**config.mk**
```make
export PLATFORM = sky130hd
export DESIGN_NAME = fifo_flex_flat
export DESIGN_NICKNAME = d
export VERILOG_FILES = /design/src/rtl/fifo_pkg.sv /design/src/rtl/fifo_flex_if.sv /design/src/rtl/fifo_ram.sv /design/src/rtl/fifo_flex.sv /design/src/flat_wrapper.sv
export SDC_FILE = /design/constraint.sdc
export NUM_CORES = 1
export LEC_CHECK = 0
export BUFFER_PORTS_ARGS = -buffer_cell sky130_fd_sc_hd__buf_4
export CORE_MARGIN = 5
export CORE_UTILIZATION = 50
export CTS_CLUSTER_DIAMETER = 60
export DETAILED_ROUTE_END_ITERATION = 10
export PLACE_DENSITY_LB_ADDON = 0.15
export SLEW_MARGIN = 10
export SYNTH_ARGS = -nofsm -noshare
export SYNTH_HDL_FRONTEND = slang
export SYNTH_SLANG_ARGS = --single-unit
```
**constraint.sdc**
```tcl
create_clock -name clk -period 7.9 [get_ports clk]
set_input_delay 0.79 -clock clk [delete_from_list [all_inputs] [get_ports clk]]
set_output_delay 0.79 -clock clk [all_outputs]
set_load 0.005 [all_outputs]
```
**src/rtl/fifo_pkg.sv**
```systemverilog
// Shared constants and helpers for the fifo_flex FIFO family.
// Read-mode encodings, count-width helper and threshold-margin legality check.
package fifo_pkg;

    localparam int FIFO_MODE_STD  = 0;
    localparam int FIFO_MODE_FWFT = 1;

    // One extra bit so a completely full FIFO is distinguishable from empty.
    function automatic int fifo_count_width(input int addr_width);
        return addr_width + 1;
    endfunction

    function automatic bit fifo_margins_legal(input int depth, input int af_margin,
                                              input int ae_margin);
        return (af_margin >= 0) && (af_margin < depth) &&
               (ae_margin >= 0) && (ae_margin < depth);
    endfunction

endpackage

```
**src/rtl/fifo_flex_if.sv**
```systemverilog
// Producer/consumer bundle of fifo_flex: master = user side, slave = FIFO side.
// Handshake: a push is taken on a clock edge when push=1 and the FIFO is not full (or pops in the same edge); a pop is taken when pop=1 and empty=0.
interface fifo_flex_if
    import fifo_pkg::*;
#(
    parameter int DATA_WIDTH = 64,
    parameter int ADDR_WIDTH = 4
);

    logic                                      clear;
    logic                                      push;
    logic                                      pop;
    logic [DATA_WIDTH-1:0]                     data_in;
    logic [DATA_WIDTH-1:0]                     data_out;
    logic                                      valid;
    logic                                      empty;
    logic                                      full;
    logic                                      almost_full;
    logic                                      almost_empty;
    logic [fifo_count_width(ADDR_WIDTH)-1:0]   count;
    logic                                      overflow;
    logic                                      underflow;

    modport master (
        output clear, push, pop, data_in,
        input  data_out, valid, empty, full, almost_full, almost_empty,
               count, overflow, underflow
    );

    modport slave (
        input  clear, push, pop, data_in,
        output data_out, valid, empty, full, almost_full, almost_empty,
               count, overflow, underflow
    );

endinterface

```
**src/rtl/fifo_ram.sv**
```systemverilog
// Simple dual-port storage: one write port, one registered read port, read-before-write.
// Only the read register is reset; the array itself is not.
module fifo_ram #(
    parameter int DATA_WIDTH = 64,
    parameter int ADDR_WIDTH = 4
) (
    input  logic                  clk,
    input  logic                  i_reset,
    input  logic                  i_wr_en,
    input  logic [ADDR_WIDTH-1:0] i_wr_addr,
    input  logic [DATA_WIDTH-1:0] i_wr_data,
    input  logic                  i_rd_en,
    input  logic [ADDR_WIDTH-1:0] i_rd_addr,
    output logic [DATA_WIDTH-1:0] o_rd_data
);

    localparam int DEPTH = 1 << ADDR_WIDTH;

    logic [DATA_WIDTH-1:0] r_mem [DEPTH];
    logic [DATA_WIDTH-1:0] r_rd_data;

    always_ff @(posedge clk) begin
        if (i_wr_en) begin
            r_mem[i_wr_addr] <= i_wr_data;
        end
    end

    // Same-address read and write in one edge returns the old word.
    always_ff @(posedge clk or posedge i_reset) begin
        if (i_reset) begin
            r_rd_data <= '0;
        end else if (i_rd_en) begin
            r_rd_data <= r_mem[i_rd_addr];
        end
    end

    assign o_rd_data = r_rd_data;

endmodule

```
**src/rtl/fifo_flex.sv**
```systemverilog
// Single-clock FIFO with standard or first-word-fall-through read, exact count and thresholds.
// Sticky overflow/underflow flags exist only when FIFO_ERR_FLAGS_EN is defined.
module fifo_flex
    import fifo_pkg::*;
#(
    parameter int DATA_WIDTH = 64,
    parameter int ADDR_WIDTH = 4,
    parameter int FWFT       = FIFO_MODE_STD,
    parameter int AF_MARGIN  = 3,
    parameter int AE_MARGIN  = 1
) (
    input logic        clk,
    input logic        reset,
    fifo_flex_if.slave bus
);

    localparam int DEPTH = 1 << ADDR_WIDTH;
    localparam int CW    = fifo_count_width(ADDR_WIDTH);

    localparam logic [CW-1:0] C_DEPTH = CW'(DEPTH);
    localparam logic [CW-1:0] C_AF    = CW'(DEPTH - AF_MARGIN);
    localparam logic [CW-1:0] C_AE    = CW'(AE_MARGIN);
    localparam logic          AF_RST  = (AF_MARGIN >= DEPTH);

    if (!fifo_margins_legal(DEPTH, AF_MARGIN, AE_MARGIN)) begin : g_bad_margins
        $error("fifo_flex: AF_MARGIN/AE_MARGIN must lie in 0..DEPTH-1");
    end

    logic [ADDR_WIDTH-1:0] r_wr_ptr;
    logic [ADDR_WIDTH-1:0] r_rd_ptr;
    logic [CW-1:0]         r_count;
    logic                  r_empty;
    logic                  r_full;
    logic                  r_af;
    logic                  r_ae;
    logic                  r_valid;
    logic                  r_byp_sel;
    logic [DATA_WIDTH-1:0] r_byp_data;

    logic                  w_push_ok;
    logic                  w_pop_ok;
    logic [CW-1:0]         w_count_next;
    logic [ADDR_WIDTH-1:0] w_rd_ptr_next;
    logic                  w_load;
    logic                  w_bypass;
    logic                  w_rd_en;
    logic [ADDR_WIDTH-1:0] w_rd_addr;
    logic                  w_valid_next;
    logic [DATA_WIDTH-1:0] w_ram_q;

    assign w_pop_ok      = !bus.clear && bus.pop && !r_empty;
    assign w_push_ok     = !bus.clear && bus.push && (!r_full || w_pop_ok);
    assign w_count_next  = bus.clear ? '0 : (r_count + CW'(w_push_ok) - CW'(w_pop_ok));
    assign w_rd_ptr_next = r_rd_ptr + ADDR_WIDTH'(w_pop_ok);

    // FWFT keeps the head word in the output; it reloads when the head is consumed
    // or when the first word arrives. A word written this same edge comes via bypass.
    always_comb begin
        w_load       = 1'b0;
        w_bypass     = 1'b0;
        w_rd_addr    = r_rd_ptr;
        w_valid_next = 1'b0;
        if (FWFT == FIFO_MODE_FWFT) begin
            w_load       = !bus.clear && (w_pop_ok || r_empty) && (w_count_next != '0);
            w_bypass     = w_load && w_push_ok && (r_wr_ptr == w_rd_ptr_next);
            w_rd_addr    = w_rd_ptr_next;
            w_valid_next = (w_count_next != '0);
        end else begin
            w_load       = w_pop_ok;
            w_valid_next = w_pop_ok;
        end
    end

    assign w_rd_en = w_load && !w_bypass;

    fifo_ram #(
        .DATA_WIDTH (DATA_WIDTH),
        .ADDR_WIDTH (ADDR_WIDTH)
    ) u_ram (
        .clk       (clk),
        .i_reset   (reset),
        .i_wr_en   (w_push_ok),
        .i_wr_addr (r_wr_ptr),
        .i_wr_data (bus.data_in),
        .i_rd_en   (w_rd_en),
        .i_rd_addr (w_rd_addr),
        .o_rd_data (w_ram_q)
    );

    always_ff @(posedge clk or posedge reset) begin
        if (reset) begin
            r_wr_ptr   <= '0;
            r_rd_ptr   <= '0;
            r_count    <= '0;
            r_empty    <= 1'b1;
            r_full     <= 1'b0;
            r_af       <= AF_RST;
            r_ae       <= 1'b1;
            r_valid    <= 1'b0;
            r_byp_sel  <= 1'b0;
            r_byp_data <= '0;
        end else begin
            if (bus.clear) begin
                r_wr_ptr <= '0;
                r_rd_ptr <= '0;
            end else begin
                if (w_push_ok) begin
                    r_wr_ptr <= r_wr_ptr + 1'b1;
                end
                r_rd_ptr <= w_rd_ptr_next;
            end
            r_count <= w_count_next;
            r_empty <= (w_count_next == '0);
            r_full  <= (w_count_next == C_DEPTH);
            r_af    <= (w_count_next >= C_AF);
            r_ae    <= (w_count_next <= C_AE);
            r_valid <= w_valid_next;
            if (w_load) begin
                r_byp_sel <= w_bypass;
                if (w_bypass) begin
                    r_byp_data <= bus.data_in;
                end
            end
        end
    end

    assign bus.data_out     = r_byp_sel ? r_byp_data : w_ram_q;
    assign bus.valid        = r_valid;
    assign bus.empty        = r_empty;
    assign bus.full         = r_full;
    assign bus.almost_full  = r_af;
    assign bus.almost_empty = r_ae;
    assign bus.count        = r_count;

`ifdef FIFO_ERR_FLAGS_EN
    logic r_overflow;
    logic r_underflow;

    always_ff @(posedge clk or posedge reset) begin
        if (reset) begin
            r_overflow  <= 1'b0;
            r_underflow <= 1'b0;
        end else begin
            if (!bus.clear && bus.push && !w_push_ok) begin
                r_overflow <= 1'b1;
            end
            if (!bus.clear && bus.pop && !w_pop_ok) begin
                r_underflow <= 1'b1;
            end
        end
    end

    assign bus.overflow  = r_overflow;
    assign bus.underflow = r_underflow;
`else
    assign bus.overflow  = 1'b0;
    assign bus.underflow = 1'b0;
`endif

endmodule
```
**src/flat_wrapper.sv**
```systemverilog
// flat-port wrapper written by rule: the top's interface ports become plain ports
module fifo_flex_flat import fifo_pkg::*;
#(
    parameter int DATA_WIDTH = 64,
    parameter int ADDR_WIDTH = 4,
    parameter int FWFT       = FIFO_MODE_STD,
    parameter int AF_MARGIN  = 3,
    parameter int AE_MARGIN  = 1
)
  (clk, reset, bus_clear, bus_push, bus_pop, bus_data_in, bus_data_out, bus_valid, bus_empty, bus_full, bus_almost_full, bus_almost_empty, bus_count, bus_overflow, bus_underflow);
  fifo_flex_if #(.DATA_WIDTH(DATA_WIDTH), .ADDR_WIDTH(ADDR_WIDTH)) bus_i ();
  input logic clk;
  input logic reset;
  input wire logic [$bits(bus_i.clear)-1:0] bus_clear;
  input wire logic [$bits(bus_i.push)-1:0] bus_push;
  input wire logic [$bits(bus_i.pop)-1:0] bus_pop;
  input wire logic [$bits(bus_i.data_in)-1:0] bus_data_in;
  output wire logic [$bits(bus_i.data_out)-1:0] bus_data_out;
  output wire logic [$bits(bus_i.valid)-1:0] bus_valid;
  output wire logic [$bits(bus_i.empty)-1:0] bus_empty;
  output wire logic [$bits(bus_i.full)-1:0] bus_full;
  output wire logic [$bits(bus_i.almost_full)-1:0] bus_almost_full;
  output wire logic [$bits(bus_i.almost_empty)-1:0] bus_almost_empty;
  output wire logic [$bits(bus_i.count)-1:0] bus_count;
  output wire logic [$bits(bus_i.overflow)-1:0] bus_overflow;
  output wire logic [$bits(bus_i.underflow)-1:0] bus_underflow;
  assign bus_i.clear = bus_clear;
  assign bus_i.push = bus_push;
  assign bus_i.pop = bus_pop;
  assign bus_i.data_in = bus_data_in;
  assign bus_data_out = bus_i.data_out;
  assign bus_valid = bus_i.valid;
  assign bus_empty = bus_i.empty;
  assign bus_full = bus_i.full;
  assign bus_almost_full = bus_i.almost_full;
  assign bus_almost_empty = bus_i.almost_empty;
  assign bus_count = bus_i.count;
  assign bus_overflow = bus_i.overflow;
  assign bus_underflow = bus_i.underflow;
  fifo_flex #(.DATA_WIDTH(DATA_WIDTH), .ADDR_WIDTH(ADDR_WIDTH), .FWFT(FWFT), .AF_MARGIN(AF_MARGIN), .AE_MARGIN(AE_MARGIN)) u_core (.clk(clk), .reset(reset), .bus(bus_i));
endmodule
```
==> summary.md <==
| Metric | Value |
|---|---|
| Startpoint types | register |
| First-pass GRT wire length | 136000 um |
| Worst Reg2Reg Path Length in Cells | 5 |
| RSZ-0062 raised after global routing | false |
| Vias per inst | roughly 5.8 |
| FF-to-FF End | u_core.u_ram.r_mem[6][16] |
| I/O pin total | 145 |
| Period utilization | 0.469 |
| P_int | between 10 and 15 mW |
| H-tree levels | 3 |
| Cells after DPL | roughly 3100 |
| FF+latch area | around 33000 um2 |
| CTS Buffer Depth | 3 |
| Combinational cell fraction of total power | 0.102 |
| Root Buffer | clkbuf_16 |
| Max-cap violation count | 0 |
| Register bit total from synthesis | 1106 |
| Compound-Gate Fraction of Synth Area | 0.0378 |
| Multi-input gate area | 8930 um2 |
| Number of enable flip-flop cells after synthesis | 1024 |
| YS warnings | 0 |
| Leading area contributor after synthesis | edfxtp_1 |
| Max stage delay on crit path | about 0.81 ns |
| CORE AREA | about 84000 um2 |
| Post-cts sizing count | 0 |
| Simple-Gate Fraction of Synth Area | 0.0110 |
| Main synth FF type | edfxtp_1 |
| Starting density of the core | 0.505 |
| Critical-path cell list | nand2b_1 > a211oi_1 > nand3b_1 > nor2_4 > buf_4 |
| Reg power frac | 0.519 |
| Top-area cell type share of the netlist area | 0.727 |
| Mux share of post-synthesis cell area | 0.154 |
| Routing usage on met3 | 0.0305 |
| Number of global-route vias before repair | between 20000 and 25000 |
| Final hold viol count | 0 |
| Largest cells by area after synthesis | edfxtp_1, mux4_2, dfrtp_1, mux4_1, mux2_2 |
| Reg2Reg Setup Slack | roughly 4.2 ns |
| GPL Wtd Cong | around 0.74 |
| # hold bufs at CTS | 0 |
| Global route overflow | 0 |
| Crit path DAT | 4.00 ns |
| Worst Skew | 0.0199 ns |
| Sw Pwr | between 3 and 4 mW |
| Fill count | around 6000 |
| Fmax | around 270 MHz |
| Post-synth cell types | 50 |
| Initial antenna violation count | 3 |
| Gr busiest metal | met2 |
| Worst Tran Pin Value | between 1 and 1.5 ns |
| # clock sinks | 1106 |
| Leakage Power | 15.3 nW |
| CTS tree | built |
| Met1 Use GR | 0.273 |
| Fin area | between 40000 and 50000 um2 |
| CP Max Fanout | 43 |
| Layout cell share with drive strength beyond 1 | 0.296 |
| Pwr dens | 277 nW/um2 |
| CTS Buf Count | between 100 and 150 |
| Slew headroom | 0.306 |
| Global-route usage over all layers | 0.202 |
| Synth Instances | between 1500 and 2000 |
| Area growth, synth to finish | 13.8% |
| Async SR Flop Fraction | 0.0741 |
| Non-filler cells in the finished layout | between 3000 and 4000 |
| Setup TNS | 0 ns |
| Die area | a little over 90000 um2 |
| Avg Cell Area, Syn | between 20 and 25 um2 |
| Final Max Tran Viols | 0 |
| DRT iter0 DRCs | around 1600 |
| Xor/xnor share of the synthesized area | 0.00186 |
| GR Layer Usage met2 | 0.352 |
| HPWL Detailed | roughly 48000 um |
| Seq/Total Area, Yosys | 0.775 |
| Mapped Area | roughly 42000 um2 |
| Largest net degree at the start of global routing | 100 |
| Clk pin slew, worst setup/hold paths | ~0.06 ns |
| CP max stage cell | buf_4 |
| Total length of routed wires | between 90000 and 100000 um |
| HP Class | input port to asynchronous set/reset pin |
| Wirelength per Cell | roughly 27 um |
| Via count | 19600 |
| Routed Antenna Nets | 0 |
| Die H | roughly 300 um |
| Post-layout minimum cycle time | approximately 3.7 ns |
| Post-CTS repair timing setup buffer count | 0 |
| Synth Area in Adders | 0.00373 |
| Nets@finish | around 2200 |
| Largest family of logic cells by synthesized area | multiplexers |
| Switching part of the total | 0.230 |
| Finish-stage setup viols | 0 |
| Die width | around 300 um |
| Maximum vdd drop | roughly 180 uV |
| Worst-Skew Late Latency | approximately 0.67 ns |
| Status | finished, final reports clean |
| Port bufs | between 100 and 150 |
| DRC viols | 0 |
| Hold Slack | 0.242 ns |
| Critical Path RT | 8.19 ns |
| Crit path kind | register to register |
| Row cnt | approximately 110 |
| Critical path capture point type | register |
| Iteration count of the initial detailed-routing pass | 5 |
| Clock group share of total power | 0.379 |
| R2r startpoint | u_core.bus.empty |
| Placed Instance Area | between 40000 and 50000 um2 |
per-layer routing:
metal	up-vias	share of wire
met2	536	0.52
li1	8462	-
met3	135	0.048
met5	-	0
met1	10467	0.41
met4	0	0.021
cell families after synthesis:
group                      Yosys count
and+or+nand+nor                     95
buffers and inverters              126
xor gates and xnor gates             9
adders and majority gates           12
other                                1
DFF                               1106
AOI/OAI and AO/OA                  236
muxes                              353
sequential cells by signal, summed over array words and instances, names as in the netlist:
register                 count
u_core.bus.almost_empty      1
u_core.bus.almost_full       1
u_core.bus.count             5
u_core.bus.empty             1
u_core.bus.full              1
u_core.bus.valid             1
u_core.r_rd_ptr              4
u_core.r_wr_ptr              4
u_core.u_ram.o_rd_data      64
u_core.u_ram.r_mem        1024
cells in the mapped netlist (20+ instances only):
master    instances
a22oi_2          22
buf_2            31
a22o_1           30
a22oi_1          42
nor2_1           47
mux4_2          190
edfxtp_1       1024
clkbuf_1         37
mux4_1           33
o21ai_1          92
mux2_2           63
inv_1            20
dfrtp_1          80
o21ai_0          34
mux2i_1          67
worst max path at each step:
stage / slack (ns) / start / end
2_1_floorplan: 3.25 / bus_pop / u_core.u_ram.r_mem[4][0]
3_3_place_gp: 3.83 / bus_pop / u_core.u_ram.r_mem[6][15]
3_5_place_dp: 3.79 / bus_pop / u_core.u_ram.r_mem[6][15]
4_1_cts: 4.21 / u_core.bus.empty / u_core.u_ram.r_mem[6][33]
5_1_grt: 4.05 / u_core.bus.empty / u_core.u_ram.r_mem[6][12]
6_report: 4.19 / u_core.bus.empty / u_core.u_ram.r_mem[6][16]
power by group through the flow:
stage               sequential, mW  combinational (mW)  clock, mW
global placement              7.04                1.36          0
detailed placement            7.04                1.39          0
global route                  6.94                1.50       5.41
finish                        6.91                1.36       5.05
floorplan                     6.94               0.780          0
CTS                           6.93                1.40       5.15
per-stage QoR:
step	worst slack, ns	total power [mW]	util
floorplan	3.25	7.72	-
global placement	3.83	8.40	0.532
detailed placement	3.79	8.43	0.532
CTS	4.21	13.5	0.575
global route	4.05	13.8	0.575
finish	4.19	13.3	0.575
critical path, delay by kind of cell (launching register included):
kind | cells | cell delay, ns
AND/OR/NAND/NOR | 3 | 1.42
AO/OA/AOI/OAI | 1 | 0.68
buffers and inverters | 1 | 0.81
flip-flops | 1 | 0.37
cell type report:
type                    instances  area share
diodes                          3    0.000156
clock buffers                 146      0.0633
clock inverters                65      0.0104
inverters                      21     0.00169
multi-input cells             707       0.185
flip-flops and latches       1106       0.681
well taps                    1134      0.0295
repair buffers                179      0.0284
placed cells by master, fill, tap and decap left out, types with 3 or more instances in the layout:
cell / Yosys / final
xnor2_1: 7 / 7
mux2i_1: 67 / 67
inv_6: 0 / 3
bufinv_16: 0 / 5
and2_4: 0 / 12
edfxtp_1: 1024 / 1024
inv_1: 20 / 19
a22oi_1: 42 / 42
nor2b_1: 6 / 5
buf_4: 19 / 177
nor3_1: 3 / 3
mux2_2: 63 / 63
mux4_2: 190 / 190
and3_1: 5 / 5
dfrtp_4: 0 / 3
clkbuf_1: 37 / 22
ha_1: 11 / 11
diode_2: 0 / 3
nor2_4: 0 / 7
clkinv_2: 0 / 35
clkbuf_16: 0 / 112
mux4_1: 33 / 33
a21oi_1: 5 / 5
clkinv_1: 1 / 16
nor2_1: 47 / 41
o21ai_1: 92 / 92
dfrtp_1: 80 / 76
clkbuf_8: 0 / 12
a211oi_1: 3 / 3
o21ai_0: 34 / 34
a22o_1: 30 / 30
nand2_1: 6 / 6
a22oi_2: 22 / 22
nand2b_1: 3 / 3
Note: power is estimated with default switching activity, not from simulation.
